File: config.mk
export PLATFORM = sky130hd
export DESIGN_NAME = ram_stream_dma
export DESIGN_NICKNAME = d
export VERILOG_FILES = /design/src/rtl/ram_stream_dma.sv
export SDC_FILE = /design/constraint.sdc
export NUM_CORES = 1
export LEC_CHECK = 0
export CORE_ASPECT_RATIO = 0.75
export CORE_MARGIN = 2
export CORE_UTILIZATION = 55
export CTS_BUF_LIST = sky130_fd_sc_hd__clkbuf_8 sky130_fd_sc_hd__clkbuf_16
export DETAILED_ROUTE_END_ITERATION = 8
export HOLD_SLACK_MARGIN = 0.08
export PLACE_DENSITY = 0.84
export SLEW_MARGIN = 0
export SYNTH_ARGS = -nofsm -noshare
export SYNTH_HDL_FRONTEND = slang
export SYNTH_SLANG_ARGS = --single-unit
File: constraint.sdc
create_clock -name clk -period 7.8 [get_ports clk]
set_input_delay 2.34 -clock clk [delete_from_list [all_inputs] [get_ports clk]]
set_output_delay 2.34 -clock clk [all_outputs]
set_load 0.02 [all_outputs]
File: src/rtl/ram_stream_dma.sv
// ram_stream_dma: bus initiator moving a block of bytes between a synchronous
// single-port byte RAM and a valid/ready byte stream, in either direction.
//
// Ports:
//   clk, reset          system clock; synchronous active-high reset
//   start, dir          command pulse (sampled in IDLE); 0 = stream->RAM, 1 = RAM->stream
//   base, len           first RAM address and byte count, latched on start
//   busy, done          transfer in progress; one-cycle completion pulse
//   in_data/valid/ready write-direction stream (sink side)
//   out_data/valid/ready read-direction stream (source side)
//   ram_cs/we/addr/wdata registered RAM strobes; ram_rdata valid the cycle after a read strobe
//   csum                running 16-bit sum of transferred bytes (only with RAM_STREAM_DMA_CSUM_EN)
//
// Optional feature macro: RAM_STREAM_DMA_CSUM_EN adds the csum output.
module ram_stream_dma #(
  parameter int unsigned ADDR_WIDTH = 16,
  parameter int unsigned DATA_WIDTH = 8,
  parameter int unsigned LEN_WIDTH  = 11
) (
  input  logic                  clk,
  input  logic                  reset,
  input  logic                  start,
  input  logic                  dir,
  input  logic [ADDR_WIDTH-1:0] base,
  input  logic [LEN_WIDTH-1:0]  len,
  output logic                  busy,
  output logic                  done,
  input  logic [DATA_WIDTH-1:0] in_data,
  input  logic                  in_valid,
  output logic                  in_ready,
  output logic [DATA_WIDTH-1:0] out_data,
  output logic                  out_valid,
  input  logic                  out_ready,
  output logic                  ram_cs,
  output logic                  ram_we,
  output logic [ADDR_WIDTH-1:0] ram_addr,
  output logic [DATA_WIDTH-1:0] ram_wdata,
  input  logic [DATA_WIDTH-1:0] ram_rdata
`ifdef RAM_STREAM_DMA_CSUM_EN
  ,
  output logic [15:0]           csum
`endif
);

  typedef enum logic [1:0] {S_IDLE, S_WR, S_RD, S_FIN} state_t;

  state_t                 state, state_nx;
  logic [ADDR_WIDTH-1:0]  addr;
  logic [LEN_WIDTH-1:0]   rem_xfer;   // write: bytes left to accept; read: reads left to issue
  logic [LEN_WIDTH-1:0]   rem_pop;    // read: bytes left to hand to the sink
  logic                   rd_pend;    // read data is on ram_rdata this cycle
  logic                   rd_strobe;
  logic [DATA_WIDTH-1:0]  fifo_mem [2];
  logic                   fifo_wp, fifo_rp;
  logic [1:0]             fifo_count;
  logic [2:0]             occupancy;
  logic                   wr_hs, pop, push, issue;

  assign rd_strobe = ram_cs & ~ram_we;
  assign out_valid = (fifo_count != 2'd0);
  assign out_data  = fifo_mem[fifo_rp];
  assign pop       = out_valid & out_ready;
  assign push      = rd_pend;
  assign wr_hs     = in_ready & in_valid;

  // Slots already claimed: FIFO entries plus the strobe on the bus and the
  // data returning from the previous strobe; a same-cycle pop frees one.
  assign occupancy = 3'(fifo_count) + 3'(rd_strobe) + 3'(rd_pend) - 3'(pop);
  assign issue     = (state == S_RD) && (rem_xfer != '0) && (occupancy < 3'd2);

  always_comb begin
    state_nx = state;
    busy     = 1'b0;
    done     = 1'b0;
    in_ready = 1'b0;
    case (state)
      S_IDLE: begin
        if (start) begin
          if (len == '0)
            state_nx = S_FIN;
          else
            state_nx = dir ? S_RD : S_WR;
        end
      end
      S_WR: begin
        busy     = 1'b1;
        in_ready = 1'b1;
        if (in_valid && (rem_xfer == LEN_WIDTH'(1)))
          state_nx = S_FIN;
      end
      S_RD: begin
        busy = 1'b1;
        if (pop && (rem_pop == LEN_WIDTH'(1)))
          state_nx = S_FIN;
      end
      S_FIN: begin
        done     = 1'b1;
        state_nx = S_IDLE;
      end
      default: state_nx = S_IDLE;
    endcase
  end

  always_ff @(posedge clk) begin
    if (reset) begin
      state       <= S_IDLE;
      addr        <= '0;
      rem_xfer    <= '0;
      rem_pop     <= '0;
      rd_pend     <= 1'b0;
      ram_cs      <= 1'b0;
      ram_we      <= 1'b0;
      ram_addr    <= '0;
      ram_wdata   <= '0;
      fifo_mem[0] <= '0;
      fifo_mem[1] <= '0;
      fifo_wp     <= 1'b0;
      fifo_rp     <= 1'b0;
      fifo_count  <= 2'd0;
    end else begin
      state   <= state_nx;
      ram_cs  <= 1'b0;
      ram_we  <= 1'b0;
      rd_pend <= rd_strobe;

      case (state)
        S_IDLE: begin
          if (start) begin
            addr     <= base;
            rem_xfer <= len;
            rem_pop  <= len;
          end
        end
        S_WR: begin
          if (wr_hs) begin
            ram_cs    <= 1'b1;
            ram_we    <= 1'b1;
            ram_addr  <= addr;
            ram_wdata <= in_data;
            addr      <= addr + ADDR_WIDTH'(1);
            rem_xfer  <= rem_xfer - LEN_WIDTH'(1);
          end
        end
        S_RD: begin
          if (issue) begin
            ram_cs   <= 1'b1;
            ram_addr <= addr;
            addr     <= addr + ADDR_WIDTH'(1);
            rem_xfer <= rem_xfer - LEN_WIDTH'(1);
          end
          if (pop)
            rem_pop <= rem_pop - LEN_WIDTH'(1);
        end
        default: ;
      endcase

      if (push) begin
        fifo_mem[fifo_wp] <= ram_rdata;
        fifo_wp           <= ~fifo_wp;
      end
      if (pop)
        fifo_rp <= ~fifo_rp;
      fifo_count <= fifo_count + 2'(push) - 2'(pop);
    end
  end

`ifdef RAM_STREAM_DMA_CSUM_EN
  always_ff @(posedge clk) begin
    if (reset)
      csum <= '0;
    else if (state == S_IDLE && start)
      csum <= '0;
    else if (wr_hs)
      csum <= csum + 16'(in_data);
    else if (pop)
      csum <= csum + 16'(out_data);
  end
`endif

endmodule

# ---- Word level (Yosys, flattened, before mapping)
# Memory sizes are Yosys's and may differ from the RTL's. A register that Yosys moved wholly into a read port is not among the register bits.
# Cells that the tools add are included.
# Widths: inputs -> output; s select.
dict set report totals {
  regBits 71
  mem_bits_rw 16
  in_bits 49
  out_inout_bits 38
  word_cells 94
  n_memories 1
}
dict set report op_classes {
  add_sub_neg 8
  order_cmp 1
  n_eq_ne 11
  mux 35
  bitwise 7
  reduce_logical 19
}
# memory depth width rd rd_clocked_by_memory_dff write_ports line
set memory_table {}
lappend memory_table {fifo_mem 2 8 1 1 2 53} ;# logic [DATA_WIDTH-1:0] fifo_mem [2];
# operator count
set ops {}
lappend ops {{$mux 16} 5}
lappend ops {{$pmux 16 s3} 1}
lappend ops {{$mux 11} 4}
lappend ops {{$pmux 11 s3} 1}
lappend ops {{$pmux 16 s2} 1}
lappend ops {{$eq 11x1->1 const B} 2}
lappend ops {{$pmux 11 s2} 1}
lappend ops {{$sub 11x1->11 const B} 2}
lappend ops {{$add 16x1->16 const B} 1}
lappend ops {{$mux 1} 14}
lappend ops {{$logic_not 11->1} 1}
lappend ops {{$reduce_bool 11->1} 1}
lappend ops {{$mux 2} 5}
lappend ops {{$ne 2x2->1 const B} 5}
lappend ops {{$reduce_and 3->1} 3}
lappend ops {{$mux 8} 1}
lappend ops {{$pmux 2 s4} 1}
lappend ops {{$reduce_or 8->1} 1}
lappend ops {{$reduce_bool 2->1} 3}
lappend ops {{$eq 2x2->1 const B} 2}
lappend ops {{$logic_and 1x1->1} 4}
lappend ops {{$not 1->1} 4}
lappend ops {{$reduce_and 4->1} 1}
lappend ops {{$reduce_or 2->1} 2}
lappend ops {{13 further kinds} 15}

# ---- Depth between registers and ports, before layout
# Gate-level depths: netlist of the first run.
dict set report depth {
  ltp_word 9
  mapped_depth 13
  ltp_nobuf 12
}

# ---- Worst setup path before layout of the first run
# OpenSTA, ideal clock, no wires.
dict set report synth_timing {
  path_kind {input port to flip-flop}
  startpoint {input port out_ready}
  endpoint {register ram_addr[0]}
  setup_ns 0.128
  t_arrival_ns 4.960
  required_ns 7.672
  setup_slack_ns 2.713
  stages 12
  n_path_buf 1
  path_cell_list {and2_1 -> ha_1 -> inv_1 -> ha_1 -> a31o_2 -> fa_1 -> xnor2_1 -> a311o_1 -> a22oi_4 -> buf_8 -> mux2i_1 -> nor2_1}
}
dict set report synth_between {
  elab_chain_cells 6
}
# item line
set synth_rtl {}
lappend synth_rtl {{start: declaration} 33} ;# input logic out_ready,
lappend synth_rtl {{$and 1x1->1} 62} ;# assign pop = out_valid & out_ready;
lappend synth_rtl {{$sub 3x1->3} 68} ;# assign occupancy = 3'(fifo_count) + 3'(rd_strobe) + 3'(rd_pend) - 3'(pop);
lappend synth_rtl {{$lt 3x2->1} 69} ;# assign issue = (state == S_RD) && (rem_xfer != '0) && (occupancy < 3'd2);
lappend synth_rtl {{$logic_and 1x1->1} 69}
lappend synth_rtl {{$ne 2x2->1 (no line)} -}
lappend synth_rtl {{$reduce_and 3->1 (no line)} -}
lappend synth_rtl {{end signal: assignment} 138} ;# ram_addr <= addr;
lappend synth_rtl {{end signal: assignment} 147} ;# ram_addr <= addr;
lappend synth_rtl {{end: declaration} 36} ;# output logic [ADDR_WIDTH-1:0] ram_addr,
# Every way passes these cells.
# A chain may end at the register's enable or synchronous reset.

# ---- Final worst setup path of the first run
dict set report layout_timing {
  startpoint {input port out_ready}
  endpoint {register addr[0]}
}
dict set report layout_between {
  elab_chain_cells 6
}
# item line
set layout_rtl {}
lappend layout_rtl {{$and 1x1->1} 62}
lappend layout_rtl {{net pop} 57} ;# logic wr_hs, pop, push, issue;
lappend layout_rtl {{$sub 3x1->3} 68}
lappend layout_rtl {{$lt 3x2->1} 69}
lappend layout_rtl {{$logic_and 1x1->1} 69}
lappend layout_rtl {{$ne 2x2->1 (no line)} -}
lappend layout_rtl {{$reduce_and 4->1 (no line)} -}
lappend layout_rtl {{end signal: assignment} 129} ;# addr <= base;
lappend layout_rtl {{end signal: assignment} 140} ;# addr <= addr + ADDR_WIDTH'(1);
lappend layout_rtl {{end signal: assignment} 148} ;# addr <= addr + ADDR_WIDTH'(1);
lappend layout_rtl {{end: declaration} 48} ;# logic [ADDR_WIDTH-1:0] addr;
# The timed path passes the listed nets, and every way through them passes these cells.

==> flow_summary_export.csv, run 1 <==
group,metric,value,unit
clock_network,clockBufferDepth,2,
floorplanning,core_area,7920,sq um
synthesis,yosysUniqueCellTypes,55,
final_layout,layout-area-overhead-vs-synth,23.0,%
synthesis,synth-seq-cells,88,
synthesis,syn_inst,530,
detailed_routing,firstDrtPassIters,5,
power,p_leak,0.00206,uW
global_routing,grt_pass1_wl,18500,microns
clock_network,cts.htree.levels,3,
clock_network,cts_buffers,9,
worst_setup_path,worstPathMaxFanout,24,
final_layout,finalInstanceArea,5560,sq um
min_path,hp-class,"reg -> reg",
clock_network,clk_latency,0.37,ns
clock_network,ctsResizeCount,0,
floorplanning,fp.dieH,82.5,microns
detailed_routing,wirelength,11600,microns
global_routing,antenna_found_initial,0,
sta,hold_viol_final,0,
synthesis,synth_area_per_cell,8.53,sq um
synthesis,synth_nets,594,
final_layout,final_util,70.2,%
place,dp_hpwl,7930,microns
clock_network,cts-root-buf,"clkbuf_8",
worst_setup_path,crit_arrival,6.11,ns
final_layout,drive_above_1_share,5.30,%
sta,slew_viol_final,0,
sta,worst_pin_slew,1.23,ns
final_layout,final_cell_mix,"clkdlybuf4s50_1 (85), dfxtp_1 (72), nand2_1 (64), a21oi_1 (50), nor2_1 (44)",
sta,setup_violations,0,
sta,max_clock_freq,0.171,GHz
sta,fin_crit,5.84,ns
place,dpl_worst_slack,1.59,ns
final_layout,fill_cells,670,
synthesis,syn_area,4520,sq um
power,p_per_area,370,nW/um^2
worst_setup_path,rrSetupSlack,3.74,ns
clock_network,clock-sinks,88,
final_layout,finalNetCount,663,
synthesis,async_flop_share,0,%
worst_setup_path,endpoint_kind,"register",
global_routing,grt_pass1_vias,3963,
floorplanning,die_area,8970,sq um
detailed_routing,vias,4242,
place,place_area,5400,sq um
global_routing,track_usage,26.7,%
sta,setup_slack,1.96,ns
detailed_routing,drtAntennaViolNets,0,
floorplanning,num_io_pins,87,
sta,max_slew_margin,16.8,%
floorplanning,rows,28,
sta,setup_tns,0,ns
sta,clock-skew-final,0.0105,ns
final_layout,final_common_cell,"clkdlybuf4s50_1",
power,finalPower,2060,uW
floorplanning,start_util,57.1,%
sta,fin_crit_sh,74.9,%
synthesis,ys_seq_area_share,42.5,%
clock_network,cts_setup_buffers,0,
place,io_buffers,86,
worst_setup_path,cp.required,8.07,ns
worst_setup_path,worstSetupStartpointType,"input pin",
sta,rsz0062_at_grt,"no",
clock_network,cts_tree,"done",
synthesis,ys.flop_type,"dfxtp_1",
detailed_routing,vias_per_cell,5.98,
floorplanning,die_x,109,microns
clock_network,clk_pin_slew,0.08,ns
global_routing,grt_max_degree,74,
job,cap_violations,0,
detailed_routing,wl_per_cell,16.4,microns
clock_network,hold_buffers,0,
global_routing,overflow,0,
power,vdd_drop_max,0.225,mV
detailed_routing,remaining_drc_errors,0,
worst_setup_path,critPathKind,"in -> reg",
place,finalWeightedCongestion,0.872,
synthesis,ys_warn_count,0,
detailed_routing,drt_iter0_drc,321,
run_status,status,"completed",
synthesis,synth_edf_count,16,
final_layout,diodes,0,
## cell type report
cell class / instances / area, sq um / share of cell area (%)
Multi-Input combinational cell: 384 / 2360 / 42.5
Inverter: 27 / 101 / 1.82
Clock inverter: 6 / 23.8 / 0.428
Clock buffer: 10 / 138 / 2.48
Sequential cell: 88 / 1920 / 34.6
Timing Repair Buffer: 89 / 878 / 15.8
Tap cell: 105 / 131 / 2.36
## cell usage after synthesis, drive strengths merged (2+ instances only)
cell type / number / area [sq um]
and3: 8 / 50.1
nor3b: 3 / 22.5
buf: 7 / 43.8
a21oi: 50 / 250
and2: 20 / 125
nand4: 4 / 25.0
ha: 14 / 175
nand2: 64 / 240
mux2i: 20 / 200
inv: 27 / 101
mux2: 9 / 101
nor2: 44 / 165
o41ai: 2 / 17.5
o32ai: 12 / 105
dfxtp: 72 / 1440
edfxtp: 16 / 480
or2: 3 / 18.8
nand2b: 4 / 25.0
a31oi: 5 / 31.3
nor3: 16 / 80.1
o22ai: 5 / 31.3
nand3: 11 / 55.1
a22oi: 4 / 43.8
o21a: 5 / 37.5
a21boi: 4 / 33.8
xnor2: 4 / 35.0
o21ai: 30 / 150
a211oi: 8 / 60.1
nor2b: 8 / 50.1
nor4: 9 / 62.6
o2bb2ai: 2 / 17.5
clkbuf: 24 / 90.1
and4: 2 / 17.5
## final timing paths
kind / cells after the start / startpoint / to
min: 2 / ram_wdata[7] / ram_wdata[7]
max reg2reg: 12 / fifo_count[1] / addr[0]
max: 12 / out_ready / addr[0]
min reg2reg: 2 / ram_wdata[7] / ram_wdata[7]
## metrics by stage
step / hold WS [ns] / std cells
finish: 0.456 / 709
global route: 0.479 / 709
CTS: 0.459 / 709
detailed placement: 0.448 / 693
global placement: 0.441 / 693
floorplan: 0.451 / 530
## worst max-delay path, cell delays in order
cell             delay (ns)
clkdlybuf4s50_1        0.48
and2_1                 0.23
ha_1                   0.26
inv_1                  0.05
ha_1                   0.21
a31o_2                 0.26
fa_1                   0.39
xnor2_1                0.15
a311o_1                0.40
a21boi_2               0.84
o21ai_1                0.17
a221oi_1               0.32
## power breakdown
part	internal (uW)	switching [uW]	leakage [uW]
logic	436	640	0.00120
clock network	118	155	0.000102
registers	579	128	0.000754
## cells by family (layout without fill, tap and decap cells)
| family | Yosys count | count (layout) | share of synthesized area, % |
|---|---|---|---|
| simple gates | 200 | 200 | 21.5 |
| flops | 88 | 88 | 42.5 |
| compound gates | 135 | 135 | 18.8 |
| xor+xnor | 5 | 5 | 0.969 |
| fa+ha+maj | 15 | 15 | 4.32 |
| buf+inv | 58 | 132 | 5.20 |
| mux | 29 | 29 | 6.67 |
## flip-flops by register name, indices dropped and copies added (netlist names), named ones only
signal	flops
addr	16
ram_cs	1
rem_pop	11
fifo_count	2
rem_xfer	11
fifo_mem	16
ram_addr	16
fifo_wp	1
fifo_rp	1
state	2
push	1
ram_wdata	8
ram_we	1
## routing by layer
| layer | vias up | share of wire (%) | track usage (%) |
|---|---|---|---|
| li1 | 2016 | - | - |
| met1 | 2006 | 43 | 34.6 |
| met2 | 194 | 46 | 41.5 |
| met3 | 26 | 9.1 | 7.69 |
| met4 | 0 | 2.2 | 12.2 |
| met5 | - | 0 | 0 |
Note: power is estimated with default switching activity, not from simulation.
==> run 2: changes to the inputs <==
--- a/config.mk
+++ b/config.mk
@@ -7,11 +7,11 @@
 export LEC_CHECK = 0
 export CORE_ASPECT_RATIO = 0.75
 export CORE_MARGIN = 2
-export CORE_UTILIZATION = 55
+export CORE_UTILIZATION = 52
 export CTS_BUF_LIST = sky130_fd_sc_hd__clkbuf_8 sky130_fd_sc_hd__clkbuf_16
 export DETAILED_ROUTE_END_ITERATION = 8
 export HOLD_SLACK_MARGIN = 0.08
-export PLACE_DENSITY = 0.84
+export PLACE_DENSITY = 0.8
 export SLEW_MARGIN = 0
 export SYNTH_ARGS = -nofsm -noshare
 export SYNTH_HDL_FRONTEND = slang
==> constraint.sdc (replaced) <==
create_clock -name clk -period 5.4 [get_ports clk]
set_input_delay 1.62 -clock clk [delete_from_list [all_inputs] [get_ports clk]]
set_output_delay 1.62 -clock clk [all_outputs]
set_load 0.02 [all_outputs]
==> run 2 against run 1 <==
  * Critical path depth up 1
  * Wire length is 0.28% higher
  * Cell area is 2.9% higher
  * Via count fell by 1.0%
  * Clock-buffer cell count down 1
  * Final cell count rose by 0.71%
  * Combinational power rose by 45%
  * Critical endpoint unchanged
  * Largest power group unchanged
==> flow_summary_export.csv, run 2 (synthesis gave the netlist of run 1 again) <==
group,metric,value,unit
min_path,hp-class,"reg -> reg",
floorplanning,num_io_pins,87,
detailed_routing,vias,4199,
power,pwr-share-comb,48.5,%
detailed_routing,drt_iter0_drc,359,
floorplanning,rows,29,
detailed_routing,remaining_drc_errors,0,
worst_setup_path,critPathKind,"in -> reg",
global_routing,antenna_found_initial,0,
final_layout,final_cell_mix,"clkdlybuf4s50_1 (85), dfxtp_1 (72), nand2_1 (64), a21oi_1 (50), nor2_1 (44)",
worst_setup_path,endpoint_kind,"register",
power,p_leak,0.00213,uW
power,seqPwrFrac,31.5,%
global_routing,track_usage,24.7,%
final_layout,layout-area-overhead-vs-synth,26.6,%
power,p_clk_share,20.0,%
worst_setup_path,crit_top_cell,"ha_1",
worst_setup_path,regToRegEndpoint,"addr[0]",
clock_network,cts-root-buf,"clkbuf_16",
worst_setup_path,worstPathMaxFanout,24,
worst_setup_path,worstSetupStartpointType,"input pin",
clock_network,cts.htree.levels,3,
detailed_routing,wl_per_cell,16.3,microns
clock_network,clk_latency,0.34,ns
clock_network,cts_tree,"done",
final_layout,top_regs,"addr: 16 flops, fifo_mem: 16 flops, ram_addr: 16 flops",
worst_setup_path,reg2reg_depth,13,
detailed_routing,firstDrtPassIters,5,
min_path,min-delay-start,"ram_wdata[0]",
clock_network,cts_buffers,9,
clock_network,cts_setup_buffers,0,
global_routing,grt_pass1_vias,4046,
sta,hold_viol_final,0,
worst_setup_path,crit_arrival,4.96,ns
clock_network,clk_pin_slew,0.06,ns
worst_setup_path,rrSetupSlack,1.76,ns
detailed_routing,vias_per_cell,5.88,
final_layout,finalNetCount,665,
power,p_int,1870,uW
sta,rsz0062_at_grt,"no",
sta,fin_crit,4.72,ns
sta,setup_violations,0,
final_layout,fill_cells,709,
sta,worst_pin_slew,1.24,ns
final_layout,final_common_cell,"clkdlybuf4s50_1",
min_path,min_to,"ram_wdata[0]",
clock_network,ctsResizeCount,0,
floorplanning,fp.dieH,84.7,microns
floorplanning,die_x,112,microns
worst_setup_path,cp.required,5.64,ns
clock_network,hold_buffers,0,
floorplanning,start_util,53.5,%
run_status,status,"completed",
floorplanning,die_area,9460,sq um
global_routing,grt_max_degree,73,
sta,slew_viol_final,0,
power,vdd_drop_max,0.380,mV
worst_setup_path,max_stage_delay,0.48,ns
worst_setup_path,regToRegStartpoint,"fifo_count[1]",
final_layout,diodes,0,
min_path,whs_path_depth,2,
global_routing,overflow,0,
place,place_area,5410,sq um
sta,max_clock_freq,0.212,GHz
detailed_routing,drtAntennaViolNets,0,
worst_setup_path,path_cells,"clkdlybuf4s50_1 > and2_1 > ha_1 > inv_1 > ha_1 > a31o_2 > fa_1 > xnor2_1 > a311o_1 > a21boi_2 > buf_4 > o21ai_1 > a221oi_1",
sta,clock-skew-final,0.00649,ns
place,io_buffers,86,
place,dp_hpwl,8010,microns
place,finalWeightedCongestion,0.867,
job,cap_violations,0,
final_layout,drive_above_1_share,5.94,%
power,swShare,42.1,%
floorplanning,core_area,8450,sq um
global_routing,grt_pass1_wl,19100,microns
worst_setup_path,worst_path_max_delay_cell,"clkdlybuf4s50_1",
sta,fin_crit_sh,87.5,%
final_layout,finalInstanceArea,5720,sq um
sta,max_slew_margin,16.4,%
clock_network,clock-sinks,88,
detailed_routing,wirelength,11600,microns
power,p_per_area,565,nW/um^2
power,net-switching-power,1360,uW
clock_network,clockBufferDepth,2,
sta,setup_tns,0,ns
-- run 2: how the worst max path moves through the flow --
stage | startpoint | endpoint | cells past startpoint
after detailed placement | out_ready | ram_addr[15] | 13
after CTS | out_ready | ram_addr[3] | 13
final | out_ready | addr[0] | 13
after global routing | out_ready | addr[0] | 13
after floorplan | out_ready | ram_addr[12] | 12
after global placement | out_ready | ram_addr[4] | 13
-- run 2: metrics by stage --
stage	setup slack [ns]	util [%]	total power (uW)	instances	hold slack [ns]
finish	0.677	67.7	3230	714	0.453
global route	0.526	67.7	3440	714	0.471
CTS	0.714	67.7	3210	714	0.454
detailed placement	0.368	64.0	2560	698	0.447
global placement	0.509	64.0	2500	698	0.442
floorplan	1.03	-	2150	530	0.451
-- run 2: metal layers --
metal / GRT usage [%] / routed length [microns] / share of wire [%]
met4: 7.07 / 129 / 1.1
met2: 39.9 / 5510 / 47
met1: 33.5 / 5200 / 45
met3: 5.49 / 807 / 6.9
met5: 0 / 0 / 0
-- run 2: final cells by class --
cell class                 count  area (sq um)  share of cell area [%]
clock buffer                   9           225                    3.94
clock inverter                 7          81.3                    1.42
sequential                    88          1920                    33.6
multi-input combinational    384          2360                    41.3
tap                          108           135                    2.36
timing repair buffer          91           893                    15.6
inverter                      27           101                    1.77
-- run 2: critical path, delay by kind of cell --
| family | cells | cell delay, ns |
|---|---|---|
| buffers and inverters | 3 | 0.83 |
| adders and majority gates | 3 | 0.87 |
| AOI/OAI and AO/OA | 5 | 1.25 |
| xor gates and xnor gates | 1 | 0.15 |
| and+or+nand+nor | 1 | 0.23 |
-- run 2: power by group through the flow --
stage | Sequential (uW) | Combinational (uW) | Clock, uW
after CTS | 1010 | 1550 | 650
final | 1020 | 1570 | 646
after global routing | 1040 | 1720 | 679
after floorplan | 1000 | 1140 | 0
after detailed placement | 1030 | 1540 | 0
after global placement | 1020 | 1480 | 0
